## src/rtl/pipe_stage_fifo_if.sv

```systemverilog
// Valid/ready handshake bundle for one elastic pipeline stage: the upstream (in_*) and downstream (out_*) sides.
// master = surrounding pipeline (producer + consumer), slave = the stage itself.
interface pipe_stage_fifo_if #(
    parameter int W = 64
);
    logic         in_valid;
    logic         in_ready;
    logic [W-1:0] in_data;
    logic         out_valid;
    logic         out_ready;
    logic [W-1:0] out_data;

    modport master (
        output in_valid, in_data, out_ready,
        input  in_ready, out_valid, out_data
    );

    modport slave (
        input  in_valid, in_data, out_ready,
        output in_ready, out_valid, out_data
    );
endinterface

```

## src/rtl/pipe_stage_fifo.sv

```systemverilog
// Elastic DEPTH-entry pipeline stage register with flush; 1-cycle latency, no comb in->out path.
// Backpressure: in_ready drops when full (or when full without a same-cycle dequeue if REG_READY=0), and during flush/reset.
module pipe_stage_fifo #(
    parameter int W         = 64,
    parameter int DEPTH     = 2,
    parameter int REG_READY = 1
) (
    input  logic                       clk,
    input  logic                       reset,
    input  logic                       flush,
    pipe_stage_fifo_if.slave           bus,
    output logic [$clog2(DEPTH+1)-1:0] count
);
    localparam int CW = $clog2(DEPTH + 1);
    localparam int PW = (DEPTH > 1) ? $clog2(DEPTH) : 1;

    logic [W-1:0]  mem [DEPTH];
    logic [PW-1:0] wr_ptr;
    logic [PW-1:0] rd_ptr;
    logic          full;
    logic          enq;
    logic          deq;
    logic          pass_when_full;

    assign pass_when_full = (REG_READY == 0) && bus.out_ready;
    assign full           = (count == CW'(DEPTH));
    assign bus.in_ready   = !reset && !flush && (!full || pass_when_full);
    assign bus.out_valid  = (count != '0);
    assign bus.out_data   = bus.out_valid ? mem[rd_ptr] : '0;

    assign enq = bus.in_valid && bus.in_ready;
    assign deq = bus.out_valid && bus.out_ready;

    function automatic logic [PW-1:0] ptr_next(input logic [PW-1:0] p);
        return (p == PW'(DEPTH - 1)) ? '0 : p + 1'b1;
    endfunction

    // Storage is never cleared; the output mux masks stale entries instead.
    always_ff @(posedge clk) begin
        if (enq) begin
            mem[wr_ptr] <= bus.in_data;
        end
    end

    always_ff @(posedge clk) begin
        if (reset || flush) begin
            wr_ptr <= '0;
            rd_ptr <= '0;
            count  <= '0;
        end else begin
            if (enq) begin
                wr_ptr <= ptr_next(wr_ptr);
            end
            if (deq) begin
                rd_ptr <= ptr_next(rd_ptr);
            end
            case ({enq, deq})
                2'b10:   count <= count + 1'b1;
                2'b01:   count <= count - 1'b1;
                default: count <= count;
            endcase
        end
    end

    a_count_bound : assert property (@(posedge clk) disable iff (reset) count <= CW'(DEPTH));
    a_head_stable : assert property (@(posedge clk) disable iff (reset)
        (bus.out_valid && !bus.out_ready && !flush) |=> $stable(bus.out_data));
endmodule

```

## src/flat_wrapper.sv

```systemverilog
// flat-port wrapper written by rule: the top's interface ports become plain ports
module pipe_stage_fifo_flat 
#(
    parameter int W         = 64,
    parameter int DEPTH     = 2,
    parameter int REG_READY = 1
)
  (clk, reset, flush, count, bus_in_valid, bus_in_data, bus_out_ready, bus_in_ready, bus_out_valid, bus_out_data);
  pipe_stage_fifo_if #(.W(W)) bus_i ();
  input  logic clk;
  input  logic reset;
  input  logic flush;
  output logic [$clog2(DEPTH+1)-1:0] count;
  input wire logic [$bits(bus_i.in_valid)-1:0] bus_in_valid;
  input wire logic [$bits(bus_i.in_data)-1:0] bus_in_data;
  input wire logic [$bits(bus_i.out_ready)-1:0] bus_out_ready;
  output wire logic [$bits(bus_i.in_ready)-1:0] bus_in_ready;
  output wire logic [$bits(bus_i.out_valid)-1:0] bus_out_valid;
  output wire logic [$bits(bus_i.out_data)-1:0] bus_out_data;
  assign bus_i.in_valid = bus_in_valid;
  assign bus_i.in_data = bus_in_data;
  assign bus_i.out_ready = bus_out_ready;
  assign bus_in_ready = bus_i.in_ready;
  assign bus_out_valid = bus_i.out_valid;
  assign bus_out_data = bus_i.out_data;
  pipe_stage_fifo #(.W(W), .DEPTH(DEPTH), .REG_READY(REG_READY)) u_core (.clk(clk), .reset(reset), .flush(flush), .bus(bus_i), .count(count));
endmodule
```

## config.mk

```make
export PLATFORM = sky130hd
export DESIGN_NAME = pipe_stage_fifo_flat
export DESIGN_NICKNAME = d
export VERILOG_FILES = /design/src/rtl/pipe_stage_fifo_if.sv /design/src/rtl/pipe_stage_fifo.sv /design/src/flat_wrapper.sv
export SDC_FILE = /design/constraint.sdc
export NUM_CORES = 1
export LEC_CHECK = 0
export ABC_AREA = 1
export CORE_ASPECT_RATIO = 0.6
export CORE_MARGIN = 5
export CORE_UTILIZATION = 29
export CTS_CLUSTER_DIAMETER = 120
export CTS_CLUSTER_SIZE = 28
export DETAILED_ROUTE_END_ITERATION = 16
export HOLD_SLACK_MARGIN = 0.12
export PLACE_DENSITY = 0.59
export SYNTH_ARGS = -nofsm -noshare
export SYNTH_HDL_FRONTEND = slang
export SYNTH_SLANG_ARGS = --single-unit
```

## constraint.sdc

```tcl
create_clock -name clk -period 5.3 [get_ports clk]
set_clock_uncertainty 0.05 [all_clocks]
set_input_delay 1.06 -clock clk [delete_from_list [all_inputs] [get_ports clk]]
set_output_delay 1.06 -clock clk [all_outputs]
set_load 0.05 [all_outputs]
```

==> results.toml <==
[global_route]
grt_max_degree = 65
track_usage_pct = 11.74
antenna_found_initial = 1
first_global_vias = 3522
gr-total-overflow = 0
grt_pass1_wl_um = 18790

[sta]
grt_setup_unrepaired = "false"
setup_viol = 0
period_needed_ps = 3939
holdWs_ps = 474.7
tns_ps = 0
maxSlewViolCount = 0
min_period_over_period_pct = 74.33
worst_pin_slew_ps = 1192
hold_violations = 0
timing.final.ws_setup_ps = 1361
fmax_ghz = 0.2539
relSlewSlack_pct = 20.40

[die]
num_io_pins = 137
die_h_um = 114.2
die-area_mm2 = 0.02098
core_region_area_mm2 = 0.01792
rows = 38
start_util_pct = 29.28
die_x_um = 183.7

[detailed_routing]
ant_nets = 0
dr.first_iter.drc_count = 239
first_pass_iters = 4
vias = 3314
via_per_inst = 4.293
drc = 0
routed_wl_um = 12250
wl_per_cell_um = 15.86

[worst_hold_path]
worstHoldPathType = "reg2reg"

[clock_network]
tritoncts = "done"
post_cts_resized = 0
root_buffer = "clkbuf_16"
postCtsHoldBufs = 0
path_clk_slew_ps = 50
cts.sinks = 133
clkLatencyLatePin_ps = 400
cts_buffers = 17
h-tree-depth = 4
cts_setup_buffers = 0
clk_path_buf_depth = 2

[final_layout]
final_cell_mix = "nand2_1 (137), clkdlybuf4s50_1 (136), edfxtp_1 (128)"
instances_no_fill = 772
final_core_util_pct = 41.58
diodes = 0
final_common_cell = "nand2_1"
final_cell_area_mm2 = 0.007453
layout.nets = 591
drive_gt1_share_pct = 17.11
area_delta_synth_final_pct = 42.00

[synthesis]
synth_area_per_cell_um2 = 13.78
synthesis.nets = 451
syn_inst = 381
ys_ff_latch = 133
synthDistinctLibCells = 19
synthesis.area_mm2 = 0.005249
ys_warn_count = 0
synth-seq-area-share_pct = 75.14

[run]
maxCapViolCount = 0

[power]
power.total_mw = 2.593
vdd_ir_drop_max_mv = 0.1781
p_leak_nw = 2.490
pwr_density_cell_mw_per_mm2 = 347.9

[place]
io_buffers = 136
place_ws_ps = 1473
dpl_cell_area_mm2 = 0.006819
hpwlAfterDp_um = 7750
dp.cells = 742
gp_congestion = 0.7022

[critical_path]
arrival_ps = 2830
critPathKind = "reg2out"
end_kind = "output pin"
setup.worst_path.start_class = "flip-flop"
worstPathRequired_ps = 4190
worstPathMaxFanout = 64

[status]
outcome = "finished, final reports clean"
-- metal layers --
metal / wire length (um) / global-route usage [%]
met5: 11 / 0
met2: 5301 / 17.80
met1: 5650 / 15.32
met4: 96 / 2.976
met3: 1187 / 5.492
-- synth_stat cells --
master / n / share of area (%)
nor2_2: 2 / 0.24
buf_4: 6 / 0.86
inv_2: 2 / 0.14
clkbuf_4: 1 / 0.14
edfxtp_1: 128 / 73
inv_1: 8 / 0.57
buf_6: 6 / 1.3
nand3_1: 1 / 0.095
buf_2: 7 / 0.67
nor2_1: 8 / 0.57
nand4_1: 1 / 0.12
nand3_2: 1 / 0.19
o21a_1: 1 / 0.14
a21oi_2: 49 / 8.2
nand2_1: 137 / 9.8
o21ai_0: 1 / 0.095
ha_1: 1 / 0.24
dfxtp_1: 5 / 1.9
a21oi_1: 16 / 1.5
-- worst max-delay path, cell delays in order, from the launching register on --
cell and delay (ps):
dfxtp_2 320, inv_2 850, nand2_1 100, a21oi_1 290, clkdlybuf4s50_1 870
-- report_power, final --
group          switching (mW)  internal [mW]
sequential            0.00431           1.17
clock                   0.424          0.829
combinational          0.0907         0.0724
total                   0.519           2.07
-- worst paths after layout --
| kind | startpoint | end | slack, ps | cells after the start |
|---|---|---|---|---|
| max | flip-flop | bus_out_data[60] | 1360 | 4 |
| max reg2reg | u_core.count[0] | u_core.mem[1][49] | 2960 | 5 |
| min reg2reg | u_core.rd_ptr | flip-flop | 470 | 2 |
| min | u_core.rd_ptr | flip-flop | 470 | 2 |
-- kinds of logic after synthesis --
logic type	Yosys count	share of synthesized area, %
adder cells (fa/ha/maj)	1	0.2383
buffers and inverters	30	3.671
AO/OA/AOI/OAI	67	9.940
AND/OR/NAND/NOR	150	11.01
flip-flops	133	75.14
-- layout make-up --
type	count	area, um2
Tap cell	240	300.3
Inverter	10	37.54
Sequential cell	133	3945
Multi-Input combinational cell	218	1125
Fill cell	1648	10470
Timing Repair Buffer	141	1411
Clock inverter	13	209.0
Clock buffer	17	425.4
-- sequential cells by signal (all words and copies together), names as in the netlist, named ones only --
register / cells
u_core.count: 2
u_core.mem: 128
u_core.rd_ptr: 1
u_core.wr_ptr: 1
Note: power is estimated with default switching activity, not from simulation.
